`src/rtl/sb_tx_msg_arbiter_pkg.sv`:
```
// Shared types and field widths for the sideband TX message arbiter.
package sb_tx_arb_pkg;

    typedef enum logic [2:0] {
        IDLE      = 3'd0,
        ISSUE     = 3'd1,
        WAIT_BUSY = 3'd2,
        WAIT_DONE = 3'd3,
        ACK       = 3'd4,
        ERR       = 3'd5
    } arb_state_e;

    localparam int ST_W       = 4;
    localparam int SUB_W      = 4;
    localparam int MSGNO_W    = 4;
    localparam int INFO_W     = 3;
    localparam int DATA_W     = 16;
    localparam int BUSY_CNT_W = 4;
    localparam int DONE_CNT_W = 8;

    // Message fields captured from the granted requester.
    typedef struct packed {
        logic [ST_W-1:0]    state;
        logic [SUB_W-1:0]   sub_state;
        logic [MSGNO_W-1:0] msg_no;
        logic [INFO_W-1:0]  msg_info;
        logic [DATA_W-1:0]  data;
    } msg_fields_t;

    // Header-only messages carry an all-zero data bus.
    function automatic logic [DATA_W-1:0] payload(input logic has_data, input logic [DATA_W-1:0] d);
        return has_data ? d : '0;
    endfunction

endpackage

```
`src/rtl/sb_tx_msg_arbiter_if.sv`:
```
// Requester and SB TX wrapper signals of the message arbiter.
// master: arbiter view; slave: requesters + wrapper view.
interface sb_tx_msg_arbiter_if #(parameter int NUM_REQ = 3);
    import sb_tx_arb_pkg::*;

    logic [NUM_REQ-1:0]         i_req;
    logic [NUM_REQ-1:0]         i_req_has_data;
    logic [ST_W*NUM_REQ-1:0]    i_req_state;
    logic [SUB_W*NUM_REQ-1:0]   i_req_sub_state;
    logic [MSGNO_W*NUM_REQ-1:0] i_req_msg_no;
    logic [INFO_W*NUM_REQ-1:0]  i_req_msg_info;
    logic [DATA_W*NUM_REQ-1:0]  i_req_data;
    logic                       i_tx_busy;
    logic                       i_fifo_full;

    logic                       o_msg_valid;
    logic                       o_data_valid;
    logic [ST_W-1:0]            o_state;
    logic [SUB_W-1:0]           o_sub_state;
    logic [MSGNO_W-1:0]         o_msg_no;
    logic [INFO_W-1:0]          o_msg_info;
    logic [DATA_W-1:0]          o_data_bus;
    logic [NUM_REQ-1:0]         o_ack;
    logic [NUM_REQ-1:0]         o_err;
    logic [NUM_REQ-1:0]         o_grant;

    modport master (
        input  i_req, i_req_has_data, i_req_state, i_req_sub_state, i_req_msg_no,
               i_req_msg_info, i_req_data, i_tx_busy, i_fifo_full,
        output o_msg_valid, o_data_valid, o_state, o_sub_state, o_msg_no, o_msg_info,
               o_data_bus, o_ack, o_err, o_grant
    );

    modport slave (
        output i_req, i_req_has_data, i_req_state, i_req_sub_state, i_req_msg_no,
               i_req_msg_info, i_req_data, i_tx_busy, i_fifo_full,
        input  o_msg_valid, o_data_valid, o_state, o_sub_state, o_msg_no, o_msg_info,
               o_data_bus, o_ack, o_err, o_grant
    );

endinterface

```
`src/rtl/sb_rr_arbiter.sv`:
```
// Combinational round-robin pick: first request at or after ptr, wrapping.
module sb_rr_arbiter #(
    parameter int N  = 3,
    parameter int IW = (N > 1) ? $clog2(N) : 1
) (
    input  logic [N-1:0]  req,
    input  logic [IW-1:0] ptr,
    output logic [N-1:0]  gnt,
    output logic [IW-1:0] idx,
    output logic          any
);

    logic [N-1:0] masked;
    logic [N-1:0] sel;
    logic         found;

    // Prefer requests at/above the pointer; fall back to the lowest request overall.
    always_comb begin
        masked = '0;
        for (int i = 0; i < N; i++) masked[i] = req[i] && (IW'(i) >= ptr);
        sel   = (|masked) ? masked : req;
        gnt   = '0;
        idx   = '0;
        found = 1'b0;
        for (int i = 0; i < N; i++) begin
            if (sel[i] && !found) begin
                gnt[i] = 1'b1;
                idx    = IW'(i);
                found  = 1'b1;
            end
        end
    end

    assign any = |req;

endmodule

```
`src/rtl/sb_tx_msg_arbiter.sv`:
```
// Shares the sideband TX message path between NUM_REQ sources: round-robin grant,
// one-cycle issue pulse, tracks wrapper busy to completion, then acks (or errs on timeout).
module sb_tx_msg_arbiter
    import sb_tx_arb_pkg::*;
#(
    parameter int NUM_REQ       = 3,
    parameter int BUSY_WAIT_MAX = 15,
    parameter int DONE_WAIT_MAX = 255
) (
    input  logic                i_divided_clk,
    input  logic                i_rst,
    sb_tx_msg_arbiter_if.master bus
);

    localparam int IW = (NUM_REQ > 1) ? $clog2(NUM_REQ) : 1;

    // Per-requester views of the flat field buses.
    logic [NUM_REQ-1:0][ST_W-1:0]    req_state;
    logic [NUM_REQ-1:0][SUB_W-1:0]   req_sub_state;
    logic [NUM_REQ-1:0][MSGNO_W-1:0] req_msg_no;
    logic [NUM_REQ-1:0][INFO_W-1:0]  req_msg_info;
    logic [NUM_REQ-1:0][DATA_W-1:0]  req_data;

    assign req_state     = bus.i_req_state;
    assign req_sub_state = bus.i_req_sub_state;
    assign req_msg_no    = bus.i_req_msg_no;
    assign req_msg_info  = bus.i_req_msg_info;
    assign req_data      = bus.i_req_data;

    arb_state_e              state_q, state_d;
    logic [IW-1:0]           ptr_q, ptr_d;
    logic [IW-1:0]           idx_q, idx_d;
    logic [NUM_REQ-1:0]      grant_q, grant_d;
    logic [NUM_REQ-1:0]      ack_q, ack_d;
    logic [NUM_REQ-1:0]      err_q, err_d;
    logic                    msg_valid_q, msg_valid_d;
    logic                    data_valid_q, data_valid_d;
    msg_fields_t             fields_q, fields_d;
    logic [BUSY_CNT_W-1:0]   busy_cnt_q, busy_cnt_d, busy_inc;
    logic [DONE_CNT_W-1:0]   done_cnt_q, done_cnt_d, done_inc;

    logic [NUM_REQ-1:0]      rr_gnt;
    logic [IW-1:0]           rr_idx;
    logic                    rr_any;

    sb_rr_arbiter #(.N(NUM_REQ), .IW(IW)) u_rr (
        .req (bus.i_req),
        .ptr (ptr_q),
        .gnt (rr_gnt),
        .idx (rr_idx),
        .any (rr_any)
    );

    // Next-state, output and counter logic; counters stay 0 unless the state is held.
    always_comb begin
        state_d      = state_q;
        ptr_d        = ptr_q;
        idx_d        = idx_q;
        grant_d      = grant_q;
        fields_d     = fields_q;
        ack_d        = '0;
        err_d        = '0;
        msg_valid_d  = 1'b0;
        data_valid_d = 1'b0;
        busy_cnt_d   = '0;
        done_cnt_d   = '0;
        busy_inc     = (busy_cnt_q == '1) ? busy_cnt_q : busy_cnt_q + 1'b1;
        done_inc     = (done_cnt_q == '1) ? done_cnt_q : done_cnt_q + 1'b1;

        case (state_q)
            IDLE: begin
                if (rr_any && !bus.i_fifo_full && !bus.i_tx_busy) begin
                    state_d            = ISSUE;
                    grant_d            = rr_gnt;
                    idx_d              = rr_idx;
                    msg_valid_d        = 1'b1;
                    data_valid_d       = bus.i_req_has_data[rr_idx];
                    fields_d.state     = req_state[rr_idx];
                    fields_d.sub_state = req_sub_state[rr_idx];
                    fields_d.msg_no    = req_msg_no[rr_idx];
                    fields_d.msg_info  = req_msg_info[rr_idx];
                    fields_d.data      = payload(bus.i_req_has_data[rr_idx], req_data[rr_idx]);
                end
            end
            ISSUE: state_d = WAIT_BUSY;
            WAIT_BUSY: begin
                if (bus.i_tx_busy) begin
                    state_d = WAIT_DONE;
                end else if (busy_inc == BUSY_CNT_W'(BUSY_WAIT_MAX)) begin
                    state_d = ERR;
                    err_d   = grant_q;
                end else begin
                    busy_cnt_d = busy_inc;
                end
            end
            WAIT_DONE: begin
                if (!bus.i_tx_busy) begin
                    state_d = ACK;
                    ack_d   = grant_q;
                end else if (done_inc == DONE_CNT_W'(DONE_WAIT_MAX)) begin
                    state_d = ERR;
                    err_d   = grant_q;
                end else begin
                    done_cnt_d = done_inc;
                end
            end
            ACK, ERR: begin
                state_d = IDLE;
                grant_d = '0;
                ptr_d   = (idx_q == IW'(NUM_REQ - 1)) ? '0 : idx_q + 1'b1;
            end
            default: begin
                state_d = IDLE;
                grant_d = '0;
            end
        endcase
    end

    // State and registered outputs; synchronous reset abandons any message in flight.
    always_ff @(posedge i_divided_clk) begin
        if (i_rst) begin
            state_q      <= IDLE;
            ptr_q        <= '0;
            idx_q        <= '0;
            grant_q      <= '0;
            ack_q        <= '0;
            err_q        <= '0;
            msg_valid_q  <= 1'b0;
            data_valid_q <= 1'b0;
            fields_q     <= '0;
            busy_cnt_q   <= '0;
            done_cnt_q   <= '0;
        end else begin
            state_q      <= state_d;
            ptr_q        <= ptr_d;
            idx_q        <= idx_d;
            grant_q      <= grant_d;
            ack_q        <= ack_d;
            err_q        <= err_d;
            msg_valid_q  <= msg_valid_d;
            data_valid_q <= data_valid_d;
            fields_q     <= fields_d;
            busy_cnt_q   <= busy_cnt_d;
            done_cnt_q   <= done_cnt_d;
        end
    end

    assign bus.o_msg_valid  = msg_valid_q;
    assign bus.o_data_valid = data_valid_q;
    assign bus.o_state      = fields_q.state;
    assign bus.o_sub_state  = fields_q.sub_state;
    assign bus.o_msg_no     = fields_q.msg_no;
    assign bus.o_msg_info   = fields_q.msg_info;
    assign bus.o_data_bus   = fields_q.data;
    assign bus.o_ack        = ack_q;
    assign bus.o_err        = err_q;
    assign bus.o_grant      = grant_q;

endmodule

```
`src/flat_wrapper.sv`:
```
// flat-port wrapper written by rule: the top's interface ports become plain ports
module sb_tx_msg_arbiter_flat import sb_tx_arb_pkg::*;
#(
    parameter int NUM_REQ       = 3,
    parameter int BUSY_WAIT_MAX = 15,
    parameter int DONE_WAIT_MAX = 255
)
  (i_divided_clk, i_rst, bus_i_req, bus_i_req_has_data, bus_i_req_state, bus_i_req_sub_state, bus_i_req_msg_no, bus_i_req_msg_info, bus_i_req_data, bus_i_tx_busy, bus_i_fifo_full, bus_o_msg_valid, bus_o_data_valid, bus_o_state, bus_o_sub_state, bus_o_msg_no, bus_o_msg_info, bus_o_data_bus, bus_o_ack, bus_o_err, bus_o_grant);
  sb_tx_msg_arbiter_if #(.NUM_REQ(NUM_REQ)) bus_i ();
  input  logic i_divided_clk;
  input  logic i_rst;
  input wire logic [$bits(bus_i.i_req)-1:0] bus_i_req;
  input wire logic [$bits(bus_i.i_req_has_data)-1:0] bus_i_req_has_data;
  input wire logic [$bits(bus_i.i_req_state)-1:0] bus_i_req_state;
  input wire logic [$bits(bus_i.i_req_sub_state)-1:0] bus_i_req_sub_state;
  input wire logic [$bits(bus_i.i_req_msg_no)-1:0] bus_i_req_msg_no;
  input wire logic [$bits(bus_i.i_req_msg_info)-1:0] bus_i_req_msg_info;
  input wire logic [$bits(bus_i.i_req_data)-1:0] bus_i_req_data;
  input wire logic [$bits(bus_i.i_tx_busy)-1:0] bus_i_tx_busy;
  input wire logic [$bits(bus_i.i_fifo_full)-1:0] bus_i_fifo_full;
  output wire logic [$bits(bus_i.o_msg_valid)-1:0] bus_o_msg_valid;
  output wire logic [$bits(bus_i.o_data_valid)-1:0] bus_o_data_valid;
  output wire logic [$bits(bus_i.o_state)-1:0] bus_o_state;
  output wire logic [$bits(bus_i.o_sub_state)-1:0] bus_o_sub_state;
  output wire logic [$bits(bus_i.o_msg_no)-1:0] bus_o_msg_no;
  output wire logic [$bits(bus_i.o_msg_info)-1:0] bus_o_msg_info;
  output wire logic [$bits(bus_i.o_data_bus)-1:0] bus_o_data_bus;
  output wire logic [$bits(bus_i.o_ack)-1:0] bus_o_ack;
  output wire logic [$bits(bus_i.o_err)-1:0] bus_o_err;
  output wire logic [$bits(bus_i.o_grant)-1:0] bus_o_grant;
  assign bus_i.i_req = bus_i_req;
  assign bus_i.i_req_has_data = bus_i_req_has_data;
  assign bus_i.i_req_state = bus_i_req_state;
  assign bus_i.i_req_sub_state = bus_i_req_sub_state;
  assign bus_i.i_req_msg_no = bus_i_req_msg_no;
  assign bus_i.i_req_msg_info = bus_i_req_msg_info;
  assign bus_i.i_req_data = bus_i_req_data;
  assign bus_i.i_tx_busy = bus_i_tx_busy;
  assign bus_i.i_fifo_full = bus_i_fifo_full;
  assign bus_o_msg_valid = bus_i.o_msg_valid;
  assign bus_o_data_valid = bus_i.o_data_valid;
  assign bus_o_state = bus_i.o_state;
  assign bus_o_sub_state = bus_i.o_sub_state;
  assign bus_o_msg_no = bus_i.o_msg_no;
  assign bus_o_msg_info = bus_i.o_msg_info;
  assign bus_o_data_bus = bus_i.o_data_bus;
  assign bus_o_ack = bus_i.o_ack;
  assign bus_o_err = bus_i.o_err;
  assign bus_o_grant = bus_i.o_grant;
  sb_tx_msg_arbiter #(.NUM_REQ(NUM_REQ), .BUSY_WAIT_MAX(BUSY_WAIT_MAX), .DONE_WAIT_MAX(DONE_WAIT_MAX)) u_core (.i_divided_clk(i_divided_clk), .i_rst(i_rst), .bus(bus_i));
endmodule
```
`config.mk`:
```
export PLATFORM = sky130hd
export DESIGN_NAME = sb_tx_msg_arbiter_flat
export DESIGN_NICKNAME = d
export VERILOG_FILES = /design/src/rtl/sb_tx_msg_arbiter_pkg.sv /design/src/rtl/sb_tx_msg_arbiter_if.sv /design/src/rtl/sb_rr_arbiter.sv /design/src/rtl/sb_tx_msg_arbiter.sv /design/src/flat_wrapper.sv
export SDC_FILE = /design/constraint.sdc
export NUM_CORES = 1
export LEC_CHECK = 0
export CAP_MARGIN = 25
export CORE_MARGIN = 1
export CORE_UTILIZATION = 44
export CTS_CLUSTER_SIZE = 40
export DETAILED_ROUTE_END_ITERATION = 16
export PLACE_DENSITY = 0.91
export SYNTH_ARGS = -nofsm -noshare
export SYNTH_HDL_FRONTEND = slang
export SYNTH_SLANG_ARGS = --single-unit
```
`constraint.sdc`:
```
create_clock -name i_divided_clk -period 5.6 [get_ports i_divided_clk]
set_input_delay 0.56 -clock i_divided_clk [delete_from_list [all_inputs] [get_ports i_divided_clk]]
set_output_delay 0.56 -clock i_divided_clk [all_outputs]
set_load 0.01 [all_outputs]
```
==> results of run 1 <==
[path summary, 6_finish.rpt]
check,start,to,depth (start not counted)
worst min register to register,u_core.bus.o_data_bus[12],u_core.bus.o_data_bus[12],1
worst max-delay path,bus_i_req[2],u_core.bus.o_data_bus[10],8
worst max register to register,u_core.done_cnt_q[0],u_core.done_cnt_q[5],7
worst min-delay path,u_core.bus.o_data_bus[12],u_core.bus.o_data_bus[12],1
[routing by layer]
layer  routed length [µm]  up-vias  global-route usage [%]
li1                     -     1539                       -
met1                 3510     1448                    28.9
met2                 4490      146                    43.5
met3                  651       13                    5.80
met4                   97        0                    8.01
met5                    0        -                       0
[logic make-up after synthesis]
| group | synth area share [%] |
|---|---|
| flops | 40.6 |
| xor+xnor | 0.582 |
| buf+inv | 4.65 |
| compound gates | 21.7 |
| simple gates | 20.4 |
| fa+ha+maj | 0.831 |
| mux | 11.3 |
[layout make-up]
| cell class | count | area, µm² |
|---|---|---|
| tap | 77 | 96.3 |
| fill | 497 | 1770 |
| clock buffer | 9 | 124 |
| multi-input combinational | 255 | 1670 |
| timing repair buffer | 147 | 1460 |
| inverter | 6 | 22.5 |
| clock inverter | 7 | 90.1 |
| sequential | 61 | 1220 |
[layout by cell type, fill, tap and decap left out, types with 3 or more instances in the layout]
master and n:
nor3_1 12, clkbuf_8 9, a31oi_1 3, nand2_1 6, nand3b_1 4, inv_1 6
nand3_1 7, o21ai_0 5, dfxtp_1 61, clkinv_2 3, nor2_1 54, nor2b_1 5
and3_1 9, nand4_1 5, mux2i_1 34, a21oi_1 44, buf_4 3, clkdlybuf4s50_1 144
a22o_1 31
[Yosys cell counts, types with 2 or more instances]
cell,instances
and3_1,9
buf_1,3
ha_1,2
or3_1,2
nor4b_1,2
a21oi_1,44
nor4bb_1,2
dfxtp_1,61
nand2b_1,2
a31oi_1,3
o21ai_0,6
inv_1,6
nor2b_1,5
nor3b_1,2
mux2i_1,34
nand4_1,5
a22o_1,31
o211ai_1,2
nand3_1,8
and4_1,2
nor2_1,55
nand3b_1,4
nor3_1,13
buf_2,10
xnor2_1,2
buf_6,2
clkbuf_1,9
nand2_1,6
[state kept, by name (all words and copies together) (netlist names)]
register	count
u_core.bus.o_data_bus	16
u_core.done_cnt_q	8
u_core.bus.o_msg_no	4
u_core.bus.o_state	4
u_core.bus.o_sub_state	4
u_core.busy_cnt_q	4
u_core.bus.o_ack	3
u_core.bus.o_err	3
u_core.bus.o_grant	3
u_core.bus.o_msg_info	3
u_core.state_q	3
u_core.idx_q	2
u_core.ptr_q	2
u_core.bus.o_data_valid	1
u_core.bus.o_msg_valid	1
[per-stage QoR]
step	hold WS, ns	util [%]	total power, mW	cell area (µm²)
floorplan	0.436	-	0.555	3010
global placement	0.462	69.3	0.667	4480
detailed placement	0.465	69.3	0.672	4480
CTS	0.483	72.6	1.09	4690
global route	0.499	72.6	1.13	4690
finish	0.478	72.6	1.09	4690
[worst reg2reg max path: cells and delay by family, from the launching register on]
kind / cells / cell delay [ns]
AND/OR/NAND/NOR: 5 / 1.21
flip-flops: 1 / 0.47
adder cells (fa/ha/maj): 1 / 0.30
AO/OA/AOI/OAI: 1 / 0.34
[power by group]
group / internal, mW / switching, mW
logic: 0.123 / 0.0758
clock network: 0.248 / 0.174
registers: 0.451 / 0.0148
total: 0.821 / 0.265
==> metrics.txt, run 1 <==
Max Cap Violations=0; Final min period=2.67 ns; Remaining DRCs=0; fin crit share=47.7%; peak per-stage delay on the critical path=0.59 ns; CTS Buffer Depth=2; CTS sink cnt=61; Yosys top cell by area=dfxtp_1; cell chain of the critical path=clkdlybuf4s50_1 > nor2b_1 > o21ai_0 > nand3_2 > buf_4 > nand3_1 > a21boi_4 > a22o_1; Critical Path Fanout Max=35; largest net degree at the start of global routing=42; vias in the first global route=just over 3000; initial DRC count=171; WP data required=between 5 and 6 ns; final cell count without fillers=562; initial antenna violation count=0; outcome=complete, no violations; CTS clk-pin slew, worst paths=0.07 ns; WL/cell=between 15 and 20 µm; GP Congestion=roughly 0.84; grt total ovfl=0; top-area cell type share of the netlist area=approximately two fifths; vias per cell=about 5.6; final hold violations=0; Critical Path Start Type=input port; clock latency on the worst-skew pair=between 0.3 and 0.4 ns; Crit Path Category=input port to flip-flop; Seq cells post-synth=about 60; gr usage total=about 24%; Area Growth Syn to Fin=55.8%; Slew headroom=roughly 39%; Mapped Nets=~450; routed via count=approximately 3100; Main synth FF type=dfxtp_1; Avg Cell Area, Syn=~8.7 µm²; PD cells=between 200 and 250 nW/µm²; # IOs=roughly 150; FMAX=roughly 370 MHz; r2r setup slk=between 3 and 4 ns; Layout Skew=approximately 0.0039 ns; largest cells by area after synthesis=dfxtp_1 41%, mux2i_1 11%, a22o_1 9.0%; fin. max-slew vios=0; Core Area=6460 µm²; Pre-Repair DR Iteration Count=7; endpoint class of the critical path=flip-flop; Post-CTS Hold Buffers=0; Num CTS Buffers=9; post-DP HPWL=between 6000 and 7000 µm; DP Worst Slack=between 2 and 3 ns; die footprint=slightly above 7000 µm²; Cells after Synth=approximately 350; H-tree levels=3; register area share after synthesis=between 40 and 50%; critical path buffer and inverter count=2; Worst Tran Pin Value=between 0.9 and 1 ns; WP data arrival=between 2 and 3 ns; Yosys cell types=42; Peak VDD IR=0.000107 V; Starting Density=46.6%; EDFF count, synth=0; Inst Count DP=between 500 and 600; row count=29; WL final=between 8000 and 9000 µm; Antenna Cells=0; Tightest Hold Check Type=flip-flop to flip-flop; Leak=between 1.5 and 2 nW; cell family with most CP delay=buffers and inverters; CTS tree=built; Setup WS post-layout=roughly 2.9 ns; first-pass GRT wire length=13800 µm; IO buf count=roughly 140; Post-CTS Setup Bufs=0; antenna-violating nets left=0; Die Span X=about 85 µm; Slowest cell on crit path=clkdlybuf4s50_1; synth warn=0; setup TNS=0 ns; nets@finish=about 590; Die Y=approximately 85 µm; Setup Viol. Count Final=0; Mapped Area=approximately 3000 µm²; ys async rst share=0%; CTS root buffer=clkbuf_8; Post-CTS Resized=0; share of cells above drive strength 1=between 5 and 6%; RSZ-0062 raised after global routing=no
(Power assumes the default switching activity.)
==> run 2: changes to the inputs <==
--- a/config.mk
+++ b/config.mk
@@ -7,10 +7,10 @@
 export LEC_CHECK = 0
 export CAP_MARGIN = 25
 export CORE_MARGIN = 1
-export CORE_UTILIZATION = 44
+export CORE_UTILIZATION = 41
 export CTS_CLUSTER_SIZE = 40
 export DETAILED_ROUTE_END_ITERATION = 16
-export PLACE_DENSITY = 0.91
+export PLACE_DENSITY = 0.86
 export SYNTH_ARGS = -nofsm -noshare
 export SYNTH_HDL_FRONTEND = slang
 export SYNTH_SLANG_ARGS = --single-unit
==> constraint.sdc (replaced) <==
create_clock -name i_divided_clk -period 2.61 [get_ports i_divided_clk]
set_input_delay 0.261 -clock i_divided_clk [delete_from_list [all_inputs] [get_ports i_divided_clk]]
set_output_delay 0.261 -clock i_divided_clk [all_outputs]
set_load 0.01 [all_outputs]
==> run 2 against run 1 <==
  * Cell count rose by 4.3%
  * Combinational power rose by 120%
  * Sequential share of layout area fell by 0.33 points
  * Critical endpoint is now u_core.done_cnt_q[5]
  * Setup slack got worse by 2.7 ns
  * Sequential cell count did not move
  * Hold slack barely moved
  * First-iteration DRC count rose by 39%
  * Critical path depth fell by 1
  * Global-route usage fell by 1.9 points
  * Clock power rose by 95%
  * Clock-buffer cell count did not move
==> metrics.txt, run 2 (synthesis gave the netlist of run 1 again) <==
DP Worst Slack=roughly 0.24 ns; fin. max-slew vios=0; Int Pwr=approximately 1.7 mW; Setup Viol. Count Final=0; Pre-Repair DR Iteration Count=5; fin area=approximately 4800 µm²; vias in the first global route=between 2000 and 3000; final hold violations=0; peak per-stage delay on the critical path=around 0.47 ns; Area Growth Syn to Fin=57.8%; largest net degree at the start of global routing=65; Post-CTS Resized=0; die footprint=just under 8000 µm²; Tightest Hold Check Type=flip-flop to flip-flop; initial DRC count=between 200 and 250; fin crit share=about nine tenths; RSZ-0062 raised after global routing=no; r2r setup slk=roughly 0.27 ns; Setup WS post-layout=0.271 ns; post-DP HPWL=about 6300 µm; Fill cells=about 540; Num CTS Buffers=9; Max Cap Violations=0; endpoint class of the critical path=flip-flop; Worst Tran Pin Value=0.473 ns; min-delay src=u_core.bus.o_msg_info[0]; commonest non-fill, non-tap cell in the layout=clkdlybuf4s50_1; Core Area=6940 µm²; Die Span X=slightly below 90 µm; Largest register FFs=16; crit path from=u_core.done_cnt_q[0]; Pwr Total=between 2 and 2.5 mW; Die Y=between 80 and 90 µm; H-tree levels=3; Leak=approximately 1.9 nW; Inst Count DP=570; setup TNS=0 ns; initial antenna violation count=0; clock power share=between 30% and 40%; critical path buffer and inverter count=0; WP data required=about 2.9 ns; sw frac=around a quarter; WL final=roughly 8600 µm; CTS Buffer Depth=2; Slowest cell on crit path=dfxtp_1; RR Endpoint=u_core.done_cnt_q[5]; CTS clk-pin slew, worst paths=around 0.070 ns; final cell count without fillers=a little under 600; antenna-violating nets left=0; PD cells=475 nW/µm²; WL/cell=about 15 µm; grt total ovfl=0; cell family with most CP delay=simple AND/OR/NAND/NOR gates; # IOs=around 150; Remaining DRCs=0; Peak VDD IR=about 0.00021 V; commonest non-fill, non-tap cells in the layout=144 x clkdlybuf4s50_1, 61 x dfxtp_1, 54 x nor2_1, 44 x a21oi_1, 34 x mux2i_1; hold path depth=1; Logic pwr share=a little under a fifth; CTS tree=built; register area=1220 µm²; worst hold slack=around 0.48 ns; Starting Density=about 43%; Layout Skew=about 0.0084 ns; GP Congestion=approximately 0.9; gr usage total=between 20% and 30%; Antenna Cells=0; Hold Path End=u_core.bus.o_msg_info[0]; nets@finish=590; IO buf count=between 100 and 150; Post-CTS Hold Buffers=0; row count=30; Post-CTS Setup Bufs=0; WP data arrival=~2.6 ns; first-pass GRT wire length=13300 µm; Slew headroom=between 60 and 70%; reg2reg path depth=7; FMAX=approximately 430 MHz; Crit. path cell count=7; clock latency on the worst-skew pair=between 0.3 and 0.4 ns; reg2reg start=u_core.done_cnt_q[0]; vias per cell=5.31; CTS sink cnt=61; Crit Path Category=flip-flop to flip-flop; outcome=complete, no violations; Critical Path Start Type=flip-flop; routed via count=between 3000 and 4000; Reg power frac=44.3%; CTS root buffer=clkbuf_8; Core Util, Final=about two thirds; Net Switching=about 0.58 mW; multi-input logic area=between 1500 and 2000 µm²; Post-DP Area=4550 µm²; cell chain of the critical path=ha_1 > and3_1 > nand3_1 > a31o_2 > nand4_1 > nand4_2 > nor3b_1; share of cells above drive strength 1=approximately 6.9%; Critical Path Fanout Max=8; Final min period=roughly 2.3 ns
==> run 2: cell count changes in the layout (fill, tap and decap cells not counted), sizes merged <==
cell / before / now
bufinv: 2 / 1
clkinv: 3 / 4
buf: 3 / 8
==> run 2: worst max-delay path by stage <==
stage	to	slack, ns
4_1_cts	u_core.done_cnt_q[5]	0.31
5_1_grt	u_core.done_cnt_q[5]	0.09
6_report	u_core.done_cnt_q[5]	0.27
2_1_floorplan	u_core.state_q[1]	0.74
3_5_place_dp	u_core.bus.o_data_bus[11]	0.24
3_3_place_gp	u_core.bus.o_sub_state[3]	0.37
==> run 2: routing by layer <==
| layer | GRT usage (%) | wire (µm) |
|---|---|---|
| met5 | 0 | 0 |
| met4 | 7.90 | 136 |
| met3 | 6.31 | 537 |
| met2 | 39.4 | 4380 |
| met1 | 26.2 | 3550 |
==> run 2: power by group through the flow <==
stage | registers (mW) | clock network (mW) | logic [mW]
floorplan | 1.02 | 0 | 0.169
global placement | 1.02 | 0 | 0.424
detailed placement | 1.02 | 0 | 0.433
CTS | 0.997 | 0.838 | 0.434
global route | 1.00 | 0.885 | 0.465
finish | 0.998 | 0.825 | 0.431
==> run 2: area by class of cell <==
type	instances	area share [%]
clock buffers	9	2.61
clock inverters	7	1.61
inverters	6	0.474
multi-input cells	255	35.2
flip-flops and latches	61	25.7
well taps	96	2.53
repair buffers	152	31.9
==> run 3: changes to the inputs <==
==> constraint.sdc (replaced) <==
create_clock -name i_divided_clk -period 2.61 [get_ports i_divided_clk]
set_input_delay 0.522 -clock i_divided_clk [delete_from_list [all_inputs] [get_ports i_divided_clk]]
set_output_delay 0.522 -clock i_divided_clk [all_outputs]
set_load 0.01 [all_outputs]
==> run 3 against run 2 <==
  * Global-route usage increased by 0.20 points
  * Cell count increased by 0.68%
  * Register-to-register slack got worse by 0.02 ns
  * Maximum frequency is 0.83% lower
  * Clock power is 1% higher
  * Critical path depth is the same
  * Combinational power is 4% higher
  * Clock-buffer cell count stayed put
  * Wire length shrank 0.59%
  * Critical path type unchanged
  * Highest routed layer unchanged
==> metrics.txt, run 3 (synthesis gave the netlist of run 1 again) <==
CTS clk-pin slew, worst paths=roughly 0.070 ns; CTS tree=built; FMAX=about 420 MHz; nets@finish=slightly below 600; Area Growth Syn to Fin=60.0%; WL/cell=about 15 µm; reg2reg start=u_core.done_cnt_q[0]; Max Cap Violations=0; Antenna Cells=0; initial DRC count=194; WP data arrival=approximately 2.6 ns; final hold violations=0; commonest non-fill, non-tap cell in the layout=clkdlybuf4s50_1; fin crit share=90.4%; Remaining DRCs=0; PD cells=about 470 nW/µm²; Post-CTS Resized=0; post-DP HPWL=around 6400 µm; Die Span X=about 88 µm; RSZ-0062 raised after global routing=no; endpoint class of the critical path=flip-flop; Slowest cell on crit path=a2111oi_0; Pre-Repair DR Iteration Count=4; largest net degree at the start of global routing=between 60 and 70; cell chain of the critical path=ha_1 > and3_1 > nand3_1 > a2111oi_0 > nand4_1 > nand4_1 > o211ai_1; cell family with most CP delay=simple AND/OR/NAND/NOR gates; CTS root buffer=clkbuf_8; Crit Path Category=flip-flop to flip-flop; Pwr Total=~2.3 mW; Post-CTS Setup Bufs=0; Hold Path End=u_core.bus.o_state[0]; Post-CTS Hold Buffers=0; Num CTS Buffers=9; Core Util, Final=69.4%; first-pass GRT wire length=~13000 µm; CTS Buffer Depth=2; WP data required=2.83 ns; initial antenna violation count=0; peak per-stage delay on the critical path=~0.53 ns; Largest register FFs=16; gr usage total=between 20 and 25%; min-delay src=u_core.bus.o_state[0]; Final min period=roughly 2.4 ns; fin. max-slew vios=0; crit path from=u_core.done_cnt_q[0]; Leak=approximately 1.9 nW; die footprint=between 7000 and 8000 µm²; RR Endpoint=u_core.state_q[1]; Layout Skew=between 0.003 and 0.004 ns; row count=30; vias in the first global route=just under 3000; Peak VDD IR=0.000215 V; Die Y=between 80 and 90 µm; Setup Viol. Count Final=0; worst hold slack=between 0.4 and 0.5 ns; vias per cell=about 5.3; share of cells above drive strength 1=under 10%; # IOs=about 150; Critical Path Start Type=flip-flop; routed via count=around 3100; GP Congestion=between 0.8 and 0.9; r2r setup slk=~0.25 ns; Core Area=approximately 7000 µm²; Critical Path Fanout Max=7; clock latency on the worst-skew pair=between 0.3 and 0.4 ns; grt total ovfl=0; CTS sink cnt=61; IO buf count=144; reg2reg path depth=7; hold path depth=1; critical path buffer and inverter count=0; setup TNS=0 ns; outcome=complete, no violations; Starting Density=43.4%; Worst Tran Pin Value=0.688 ns; WL final=about 8600 µm; H-tree levels=3; commonest non-fill, non-tap cells in the layout=144 x clkdlybuf4s50_1, 61 x dfxtp_1, 54 x nor2_1, 44 x a21oi_1, 34 x mux2i_1; Slew headroom=54.1%; antenna-violating nets left=0; Worst path most repeated cell=nand4_1; Tightest Hold Check Type=flip-flop to flip-flop
run 3: changes by cell type in the layout (fill, tap and decap cells not counted):
cell,change
buf_12,+3
buf_4,+1
clkinvlp_4,+1
inv_6,+1
clkinv_4,-2
run 3: final cells by class:
class,instances,area (µm²)
fill,558,2130
sequential,61,1220
multi-input combinational,255,1670
clock buffer,9,124
clock inverter,7,75.1
tap,96,120
inverter,6,22.5
timing repair buffer,156,1580
run 3: routing by layer:
metal	part of all wire, %	global-route usage, %	wire [µm]	up-vias
met5	0	0	0	-
met1	40	25.7	3460	1422
met2	50	38.7	4250	136
met3	7.8	8.11	671	16
met4	2.0	9.54	170	0
li1	-	-	-	1558
run 3: worst register-to-register path, cell delays in order, from the launching register on:
cell	delay, ns
dfxtp_1	0.46
ha_1	0.28
and3_1	0.27
nand3_1	0.25
a2111oi_0	0.53
nand4_1	0.21
nand4_1	0.14
o211ai_1	0.09
run 3: power by group:
group          switching (mW)  internal [mW]
combinational           0.166          0.280
sequential             0.0309          0.967
clock                   0.391          0.443
total                   0.588           1.69
run 3: worst max-delay path by stage:
| stage | slack [ns] | cells after the start | to |
|---|---|---|---|
| after floorplan | 0.74 | 7 | u_core.state_q[1] |
| after global placement | 0.22 | 8 | u_core.bus.o_msg_info[0] |
| after detailed placement | 0.17 | 8 | u_core.bus.o_data_bus[12] |
| after CTS | 0.32 | 7 | u_core.state_q[1] |
| after global routing | 0.07 | 7 | u_core.done_cnt_q[5] |
| final | 0.25 | 7 | u_core.state_q[1] |
run 3: per-stage QoR:
step	setup WS [ns]	instance area, µm²	instances
detailed placement	0.172	4620	574
CTS	0.316	4820	590
floorplan	0.741	3010	346
global placement	0.217	4620	574
global route	0.0743	4820	590
finish	0.252	4820	590
